`config.mk`:
```
export PLATFORM = sky130hd
export DESIGN_NAME = reorder_buffer
export DESIGN_NICKNAME = d
export VERILOG_FILES = /design/src/rtl/rob_pkg.sv /design/src/rtl/rob_query_port.sv /design/src/rtl/reorder_buffer.sv
export SDC_FILE = /design/constraint.sdc
export NUM_CORES = 2
export LEC_CHECK = 0
export CAP_MARGIN = 15
export CORE_MARGIN = 3
export CORE_UTILIZATION = 45
export CTS_CLUSTER_DIAMETER = 120
export DETAILED_ROUTE_END_ITERATION = 10
export GPL_TIMING_DRIVEN = 0
export HOLD_SLACK_MARGIN = 0.06
export PLACE_DENSITY = 0.65
export SETUP_SLACK_MARGIN = 0.15
export SYNTH_ARGS = -nofsm -noshare
export SYNTH_HDL_FRONTEND = slang
export SYNTH_SLANG_ARGS = --single-unit
export TNS_END_PERCENT = 5
```
`constraint.sdc`:
```
create_clock -name clk_in -period 5.3 [get_ports clk_in]
set_input_delay 0.795 -clock clk_in [delete_from_list [all_inputs] [get_ports clk_in]]
set_output_delay 0.795 -clock clk_in [all_outputs]
set_load 0.02 [all_outputs]
```
`src/rtl/rob_pkg.sv`:
```
// Shared reorder-buffer definitions: entry type codes, the "no dependency" tag
// used by the dispatcher and reservation station, and a pc helper.
package rob_pkg;

    typedef enum logic [1:0] {
        ROB_REG    = 2'd0,
        ROB_BRANCH = 2'd1,
        ROB_JALR   = 2'd2,
        ROB_STORE  = 2'd3
    } rob_type_e;

    localparam int ROB_DEFAULT_WIDTH = 3;
    localparam int ROB_NON_DEP       = 1 << ROB_DEFAULT_WIDTH;

    function automatic logic [31:0] rob_next_pc(input logic [31:0] pc);
        return pc + 32'd4;
    endfunction

endpackage

```
`src/rtl/rob_query_port.sv`:
```
// One operand lookup into the reorder buffer. Build option ROB_BYPASS_EN adds a
// same-cycle match against the RS and LSB result broadcasts (LSB has priority).
module rob_query_port
    import rob_pkg::*;
#(
    parameter int IDX_W   = 3,
    parameter int ENTRIES = 8
) (
    input  logic [IDX_W-1:0]          index_i,
    input  logic [ENTRIES-1:0]        busy_i,
    input  logic [ENTRIES-1:0]        ready_i,
    input  logic [ENTRIES-1:0][31:0]  data_i,
    input  logic                      rs_en_i,
    input  logic [IDX_W-1:0]          rs_index_i,
    input  logic [31:0]               rs_data_i,
    input  logic                      lsb_en_i,
    input  logic [IDX_W-1:0]          lsb_index_i,
    input  logic [31:0]               lsb_data_i,
    output logic                      ready_o,
    output logic [31:0]               data_o
);

`ifdef ROB_BYPASS_EN
    always_comb begin
        ready_o = busy_i[index_i] && ready_i[index_i];
        data_o  = data_i[index_i];
        // Only a live entry can accept a broadcast, so bypass obeys the same rule.
        if (busy_i[index_i]) begin
            if (lsb_en_i && (lsb_index_i == index_i)) begin
                ready_o = 1'b1;
                data_o  = lsb_data_i;
            end else if (rs_en_i && (rs_index_i == index_i)) begin
                ready_o = 1'b1;
                data_o  = rs_data_i;
            end
        end
    end
`else
    assign ready_o = busy_i[index_i] && ready_i[index_i];
    assign data_o  = data_i[index_i];

    logic unused_bypass;
    assign unused_bypass = ^{rs_en_i, rs_index_i, rs_data_i, lsb_en_i, lsb_index_i, lsb_data_i};
`endif

endmodule

```
`src/rtl/reorder_buffer.sv`:
```
// Circular reorder buffer: in-order retirement, branch/jalr redirect via a full
// backend flush, and two operand lookup ports (bypass selected by ROB_BYPASS_EN).
module reorder_buffer
    import rob_pkg::*;
#(
    parameter int RoB_WIDTH = 3,
    parameter int RoB_SIZE  = 1 << RoB_WIDTH,
    parameter int NON_DEP   = 1 << RoB_WIDTH
) (
    input  logic                 clk_in,
    input  logic                 rst_in,
    input  logic                 rdy_in,
    input  logic                 alloc_en,
    input  logic [1:0]           alloc_type,
    input  logic [4:0]           alloc_rd,
    input  logic [31:0]          alloc_pc,
    input  logic                 alloc_pred_taken,
    input  logic [31:0]          alloc_target,
    output logic [RoB_WIDTH-1:0] alloc_robEntry,
    input  logic                 RS_update_en,
    input  logic [RoB_WIDTH-1:0] RS_update_index,
    input  logic [31:0]          RS_update_data,
    input  logic                 LSB_update_en,
    input  logic [RoB_WIDTH-1:0] LSB_update_index,
    input  logic [31:0]          LSB_update_data,
    input  logic [RoB_WIDTH-1:0] query_j_index,
    input  logic [RoB_WIDTH-1:0] query_k_index,
    output logic                 query_j_ready,
    output logic [31:0]          query_j_data,
    output logic                 query_k_ready,
    output logic [31:0]          query_k_data,
    output logic                 commit_en,
    output logic [4:0]           commit_rd,
    output logic [31:0]          commit_data,
    output logic [RoB_WIDTH-1:0] commit_robEntry,
    output logic                 commit_store_en,
    output logic [RoB_WIDTH-1:0] commit_store_robEntry,
    output logic                 flush_signal,
    output logic [31:0]          flush_pc,
    output logic                 isFull,
    output logic                 isEmpty
);

    localparam int CW = RoB_WIDTH + 1;

    logic [RoB_WIDTH-1:0]       head_q, head_d, tail_q, tail_d;
    logic [CW-1:0]              count_q, count_d;
    logic [RoB_SIZE-1:0]        busy_q, ready_q, pred_q;
    logic [RoB_SIZE-1:0][31:0]  data_q;
    rob_type_e                  type_q   [RoB_SIZE];
    logic [4:0]                 rd_q     [RoB_SIZE];
    logic [31:0]                pc_q     [RoB_SIZE];
    logic [31:0]                target_q [RoB_SIZE];

    logic                 commit_en_q, store_en_q, flush_q;
    logic [4:0]           commit_rd_q;
    logic [31:0]          commit_data_q, flush_pc_q;
    logic [RoB_WIDTH-1:0] commit_entry_q, store_entry_q;

    logic alloc_ok, commit_ok;

    assign isFull         = (count_q == CW'(RoB_SIZE));
    assign isEmpty        = (count_q == '0);
    assign alloc_robEntry = tail_q;

    always_comb begin
        alloc_ok  = alloc_en && !isFull;
        commit_ok = busy_q[head_q] && ready_q[head_q];
        head_d    = head_q;
        tail_d    = tail_q;
        count_d   = count_q;
        if (flush_q) begin
            head_d  = '0;
            tail_d  = '0;
            count_d = '0;
        end else begin
            if (commit_ok) head_d = head_q + RoB_WIDTH'(1);
            if (alloc_ok)  tail_d = tail_q + RoB_WIDTH'(1);
            count_d = count_q + CW'(alloc_ok) - CW'(commit_ok);
        end
    end

    always_ff @(posedge clk_in) begin
        if (rst_in) begin
            head_q         <= '0;
            tail_q         <= '0;
            count_q        <= '0;
            busy_q         <= '0;
            ready_q        <= '0;
            pred_q         <= '0;
            data_q         <= '0;
            for (int i = 0; i < RoB_SIZE; i++) begin
                type_q[i]   <= ROB_REG;
                rd_q[i]     <= '0;
                pc_q[i]     <= '0;
                target_q[i] <= '0;
            end
            commit_en_q    <= 1'b0;
            commit_rd_q    <= '0;
            commit_data_q  <= '0;
            commit_entry_q <= '0;
            store_en_q     <= 1'b0;
            store_entry_q  <= '0;
            flush_q        <= 1'b0;
            flush_pc_q     <= '0;
        end else if (rdy_in) begin
            commit_en_q <= 1'b0;
            store_en_q  <= 1'b0;
            flush_q     <= 1'b0;
            head_q      <= head_d;
            tail_q      <= tail_d;
            count_q     <= count_d;
            if (flush_q) begin
                // Redirect cycle: everything in flight belongs to the wrong path.
                busy_q  <= '0;
                ready_q <= '0;
            end else begin
                if (RS_update_en && busy_q[RS_update_index]) begin
                    ready_q[RS_update_index] <= 1'b1;
                    data_q[RS_update_index]  <= RS_update_data;
                end
                if (LSB_update_en && busy_q[LSB_update_index]) begin
                    ready_q[LSB_update_index] <= 1'b1;
                    data_q[LSB_update_index]  <= LSB_update_data;
                end
                if (commit_ok) begin
                    busy_q[head_q]  <= 1'b0;
                    ready_q[head_q] <= 1'b0;
                    case (type_q[head_q])
                        ROB_REG: begin
                            commit_en_q    <= 1'b1;
                            commit_rd_q    <= rd_q[head_q];
                            commit_data_q  <= data_q[head_q];
                            commit_entry_q <= head_q;
                        end
                        ROB_STORE: begin
                            store_en_q    <= 1'b1;
                            store_entry_q <= head_q;
                        end
                        ROB_BRANCH: begin
                            if (data_q[head_q][0] != pred_q[head_q]) begin
                                flush_q    <= 1'b1;
                                flush_pc_q <= data_q[head_q][0] ? target_q[head_q]
                                                                : rob_next_pc(pc_q[head_q]);
                            end
                        end
                        ROB_JALR: begin
                            commit_en_q    <= 1'b1;
                            commit_rd_q    <= rd_q[head_q];
                            commit_data_q  <= rob_next_pc(pc_q[head_q]);
                            commit_entry_q <= head_q;
                            flush_q        <= 1'b1;
                            flush_pc_q     <= data_q[head_q];
                        end
                        default: ;
                    endcase
                end
                if (alloc_ok) begin
                    busy_q[tail_q]   <= 1'b1;
                    ready_q[tail_q]  <= 1'b0;
                    type_q[tail_q]   <= rob_type_e'(alloc_type);
                    rd_q[tail_q]     <= alloc_rd;
                    pc_q[tail_q]     <= alloc_pc;
                    pred_q[tail_q]   <= alloc_pred_taken;
                    target_q[tail_q] <= alloc_target;
                end
            end
        end
    end

    assign commit_en             = commit_en_q;
    assign commit_rd             = commit_rd_q;
    assign commit_data           = commit_data_q;
    assign commit_robEntry       = commit_entry_q;
    assign commit_store_en       = store_en_q;
    assign commit_store_robEntry = store_entry_q;
    assign flush_signal          = flush_q;
    assign flush_pc              = flush_pc_q;

    // A tag equal to NON_DEP never reports ready, even if it aliases a real slot.
    logic j_raw_ready, k_raw_ready, j_tag_valid, k_tag_valid;
    assign j_tag_valid   = ({1'b0, query_j_index} != CW'(NON_DEP));
    assign k_tag_valid   = ({1'b0, query_k_index} != CW'(NON_DEP));
    assign query_j_ready = j_raw_ready && j_tag_valid;
    assign query_k_ready = k_raw_ready && k_tag_valid;

    rob_query_port #(.IDX_W(RoB_WIDTH), .ENTRIES(RoB_SIZE)) u_query_j (
        .index_i     (query_j_index),
        .busy_i      (busy_q),
        .ready_i     (ready_q),
        .data_i      (data_q),
        .rs_en_i     (RS_update_en),
        .rs_index_i  (RS_update_index),
        .rs_data_i   (RS_update_data),
        .lsb_en_i    (LSB_update_en),
        .lsb_index_i (LSB_update_index),
        .lsb_data_i  (LSB_update_data),
        .ready_o     (j_raw_ready),
        .data_o      (query_j_data)
    );

    rob_query_port #(.IDX_W(RoB_WIDTH), .ENTRIES(RoB_SIZE)) u_query_k (
        .index_i     (query_k_index),
        .busy_i      (busy_q),
        .ready_i     (ready_q),
        .data_i      (data_q),
        .rs_en_i     (RS_update_en),
        .rs_index_i  (RS_update_index),
        .rs_data_i   (RS_update_data),
        .lsb_en_i    (LSB_update_en),
        .lsb_index_i (LSB_update_index),
        .lsb_data_i  (LSB_update_data),
        .ready_o     (k_raw_ready),
        .data_o      (query_k_data)
    );

endmodule

```
==> metrics.txt <==
Crit path largest cell delay=between 0.8 and 0.9 ns; Rel. slew slack=11.38%; post-synthesis to final-layout area growth=16.77%; ordered cell list for the critical path=buf_1, clkbuf_1, buf_1, mux4_2, mux2_2, clkdlybuf4s50_1; fraction of registers with async set or reset after synthesis=0%; post-synthesis average cell area=around 11 um^2; DIE WIDTH=335.4 um; cell count after synthesis=4532; class of the most critical setup path=input port to output pin; vias per cell=6.533; final core utilization=53.12%; Core Rows=120; power density cells=290.4 nW/um^2; leading cell type in the layout, fill and taps excluded=sky130_fd_sc_hd__nor2_1; Leakage Power=19.80 nW; total count of hold-check failures in the final report=0; area fraction in and, or, nand and nor cells after synthesis=between 15 and 20%; Clock Path Buffers=3; number of port buffers=226; biggest area consumer among synthesized cells=sky130_fd_sc_hd__edfxtp_1; routability congestion estimate from global placement=approximately 1.1; largest family of logic cells by synthesized area=simple AND/OR/NAND/NOR gates; maximum clock frequency=between 150 and 200 MHz; buffers plus inverters on the worst setup path=4; endpoint class of the critical path=output pin; cell class contributing the biggest share of worst-path delay=buffers and inverters; final slew viol count=0; first-pass iteration count of the detailed router=8; peak supply drop=approximately 0.26 mV; number of flops mapped to enable cells by yosys=568; clock-pin transition on the worst setup and hold timing paths=around 0.060 ns; compound-cell area share of the yosys netlist=11.70%; RSZ-0062 raised after global routing=yes; half-perimeter wire length after detailed placement=between 100 and 150 mm; antenna-violating nets left=0; max-cap violation count=0; first-pass GRT wire length=294.0 mm; Synthesized Nets=4699; time the final worst path needs with I/O delays and setup=5.204 ns; cells taking the most area after synthesis=sky130_fd_sc_hd__edfxtp_1 35%, sky130_fd_sc_hd__dfxtp_1 15%, sky130_fd_sc_hd__mux4_2 11%, sky130_fd_sc_hd__and2_1 7.5%, sky130_fd_sc_hd__o21ai_0 4.7%; number of sinks on the clock net=939; overall die height=335.4 um; clock buffers created by TritonCTS=101; TritonCTS clock tree=built; wire length after detailed routing=211.4 mm; register area share after synthesis=50.13%; Worst Max-Slew Pin Slew=1.329 ns; Syn Std Cell Area=48840 um^2; depth of the CTS H-tree=3; number of nets in the final layout=between 5000 and 6000; clk_lat worst skew=0.73 ns; worst-path cell with the longest stage delay=sky130_fd_sc_hd__buf_1; commonest cells after routing, fill and taps aside=601 x sky130_fd_sc_hd__nor2_1, 584 x sky130_fd_sc_hd__and2_1, 568 x sky130_fd_sc_hd__edfxtp_1; Final Cycle Share=just under 100%; number of antenna violations at the first check in global routing=18; wire length per cell=33.04 um; Die Footprint=112500 um^2; WP data arrival=4.41 ns; crit-path most repeated cell=sky130_fd_sc_hd__buf_1; CP Launch Type=input port; maximum number of pins on one net before global-route repair=43; worst-path fanout max=10; area share of fa/ha/maj cells after synthesis=less than 1%; Clock Skew=between 0.05 and 0.06 ns; Detailed Route Iter0 Violations=6083; fraction of final layout cells sized beyond drive strength 1=12.41%; area share of the largest cell type after synthesis=34.93%; total core area=107400 um^2; Setup-failing EPs final=0; post-route DRC violation count=0; starting density of the core=between 40% and 50%; via count of the first global-routing pass=39413; worst min path class=input port to flip-flop; total congestion overflow=0; overall fraction of global-route tracks in use=36.71%; critical path required time=4.51 ns; number of unique standard cell types used by synthesis=72; root buffer cell=sky130_fd_sc_hd__clkbuf_16; mux contribution to synthesized area=15.71%; outcome=finished clean; number of warning messages in the yosys log=0; setup TNS after final layout=0 ns; xor-xnor portion of the synthesized cell area=0.5380%; dominant synthesized flop cell=sky130_fd_sc_hd__edfxtp_1; routed via count=41793; Synth Register Bits=939; number of placed I/O pins=slightly above 300
## cells by family after synthesis
family | after synthesis
AND/OR/NAND/NOR | 1672
AO/OA/AOI/OAI | 973
flip-flops | 939
buffers and inverters | 491
multiplexers | 414
XOR/XNOR | 30
adder cells (fa/ha/maj) | 13
## final cells by class
| type | count | area (um^2) |
|---|---|---|
| Clock buffer | 150 | 2861 |
| Fill cell | 9494 | 50330 |
| Tap cell | 1403 | 1755 |
| Buffer | 464 | 2038 |
| Sequential cell | 939 | 24480 |
| Multi-Input combinational cell | 3102 | 22430 |
| Inverter | 26 | 97.59 |
| Clock inverter | 40 | 528.0 |
| Antenna cell | 13 | 32.53 |
| Timing Repair Buffer | 260 | 2803 |
## routing by layer
layer	vias to the layer above	share of wire (%)	global-route usage, %
met5	-	0.095	0.6513
met4	16	6.6	20.77
met2	3163	43	54.67
li1	17337	-	-
met1	20527	37	46.39
met3	750	13	13.03
## timing repair
action / in CTS / in global routing
pin swaps: 2 / 2
buffers inserted: 0 / 4
resized for setup: 38 / 10
endpoints found under the setup margin: 69 / 56
hold buffers: 0 / 0
## power by group
group / total, mW / switching (mW) / internal, mW
Combinational: 1.20 / 0.837 / 0.359
Sequential: 8.00 / 0.0634 / 7.93
Clock: 7.37 / 3.22 / 4.16
Total: 16.6 / 4.12 / 12.4
## path summary, 6_finish.rpt
| check | startpoint | slack [ns] | cells past startpoint | to |
|---|---|---|---|---|
| setup / recovery | query_k_index[1] | 0.1 | 6 | query_k_data[18] |
| hold / removal | alloc_pred_taken | 0.45 | 3 | pred_q[6]$_SDFFE_PP0P_ |
| setup reg to reg | flip-flop | 0.17 | 17 | flush_pc[3]$_SDFFE_PP0P_ |
| hold reg to reg | pred_q[1]$_SDFFE_PP0P_ | 0.47 | 2 | pred_q[1]$_SDFFE_PP0P_ |
## through the flow
| stage | total power, mW | hold WS [ns] | std cells | cell area [um^2] | setup slack [ns] |
|---|---|---|---|---|---|
| floorplan | 8.727 | 0.4416 | 4532 | 48840 | 1.051 |
| global placement | 9.286 | 0.4557 | 6161 | 52850 | -1.766 |
| detailed placement | 9.300 | 0.4615 | 6180 | 53280 | -1.549 |
| CTS | 16.50 | 0.4170 | 6369 | 56780 | 0.1209 |
| global route | 16.89 | 0.4912 | 6385 | 57000 | 0.1026 |
| finish | 16.56 | 0.4514 | 6397 | 57030 | 0.09553 |
## sequential cells by signal, indices dropped and copies added (netlist names), named ones only
signal,cells
data_q,256
pc_q,256
target_q,256
rd_q,40
commit_data,32
flush_pc,32
type_q,16
busy_q,8
pred_q,8
ready_q,8
commit_rd,5
count_q,4
alloc_robEntry,3
commit_robEntry,3
commit_store_robEntry,3
head_q,3
commit_en,1
commit_store_en,1
flush_signal,1
## tightest hold or removal path: stages
cell and delay (ns):
sky130_fd_sc_hd__clkbuf_1 0.17, sky130_fd_sc_hd__nand2_1 0.09, sky130_fd_sc_hd__o21ai_0 0.07
## synth_stat cells, types with 5 or more instances
| cell type | n |
|---|---|
| sky130_fd_sc_hd__dfxtp_1 | 371 |
| sky130_fd_sc_hd__and3_1 | 13 |
| sky130_fd_sc_hd__buf_2 | 19 |
| sky130_fd_sc_hd__o211ai_1 | 10 |
| sky130_fd_sc_hd__nor2b_1 | 22 |
| sky130_fd_sc_hd__mux4_1 | 35 |
| sky130_fd_sc_hd__nand3_1 | 33 |
| sky130_fd_sc_hd__ha_1 | 12 |
| sky130_fd_sc_hd__clkbuf_1 | 350 |
| sky130_fd_sc_hd__mux2i_1 | 74 |
| sky130_fd_sc_hd__nand2b_1 | 6 |
| sky130_fd_sc_hd__buf_1 | 42 |
| sky130_fd_sc_hd__a221oi_1 | 23 |
| sky130_fd_sc_hd__o21ai_0 | 455 |
| sky130_fd_sc_hd__inv_1 | 26 |
| sky130_fd_sc_hd__or3_1 | 39 |
| sky130_fd_sc_hd__a22o_1 | 18 |
| sky130_fd_sc_hd__buf_6 | 7 |
| sky130_fd_sc_hd__a31o_2 | 12 |
| sky130_fd_sc_hd__o22ai_1 | 73 |
| sky130_fd_sc_hd__a311oi_1 | 6 |
| sky130_fd_sc_hd__a21oi_1 | 182 |
| sky130_fd_sc_hd__edfxtp_1 | 568 |
| sky130_fd_sc_hd__mux2_2 | 76 |
| sky130_fd_sc_hd__nor3_1 | 191 |
| sky130_fd_sc_hd__nor2_1 | 604 |
| sky130_fd_sc_hd__xor2_1 | 16 |
| sky130_fd_sc_hd__nor4_1 | 5 |
| sky130_fd_sc_hd__nor4_2 | 6 |
| sky130_fd_sc_hd__clkbuf_2 | 30 |
| sky130_fd_sc_hd__or2_2 | 7 |
| sky130_fd_sc_hd__buf_4 | 9 |
| sky130_fd_sc_hd__mux4_2 | 229 |
| sky130_fd_sc_hd__nand2_1 | 116 |
| sky130_fd_sc_hd__and2_1 | 584 |
| sky130_fd_sc_hd__xnor2_1 | 14 |
| sky130_fd_sc_hd__o21ai_1 | 7 |
| sky130_fd_sc_hd__a211oi_1 | 39 |
| sky130_fd_sc_hd__nand4_1 | 26 |
| sky130_fd_sc_hd__a22oi_1 | 116 |
Note: power is estimated with default switching activity, not from simulation.
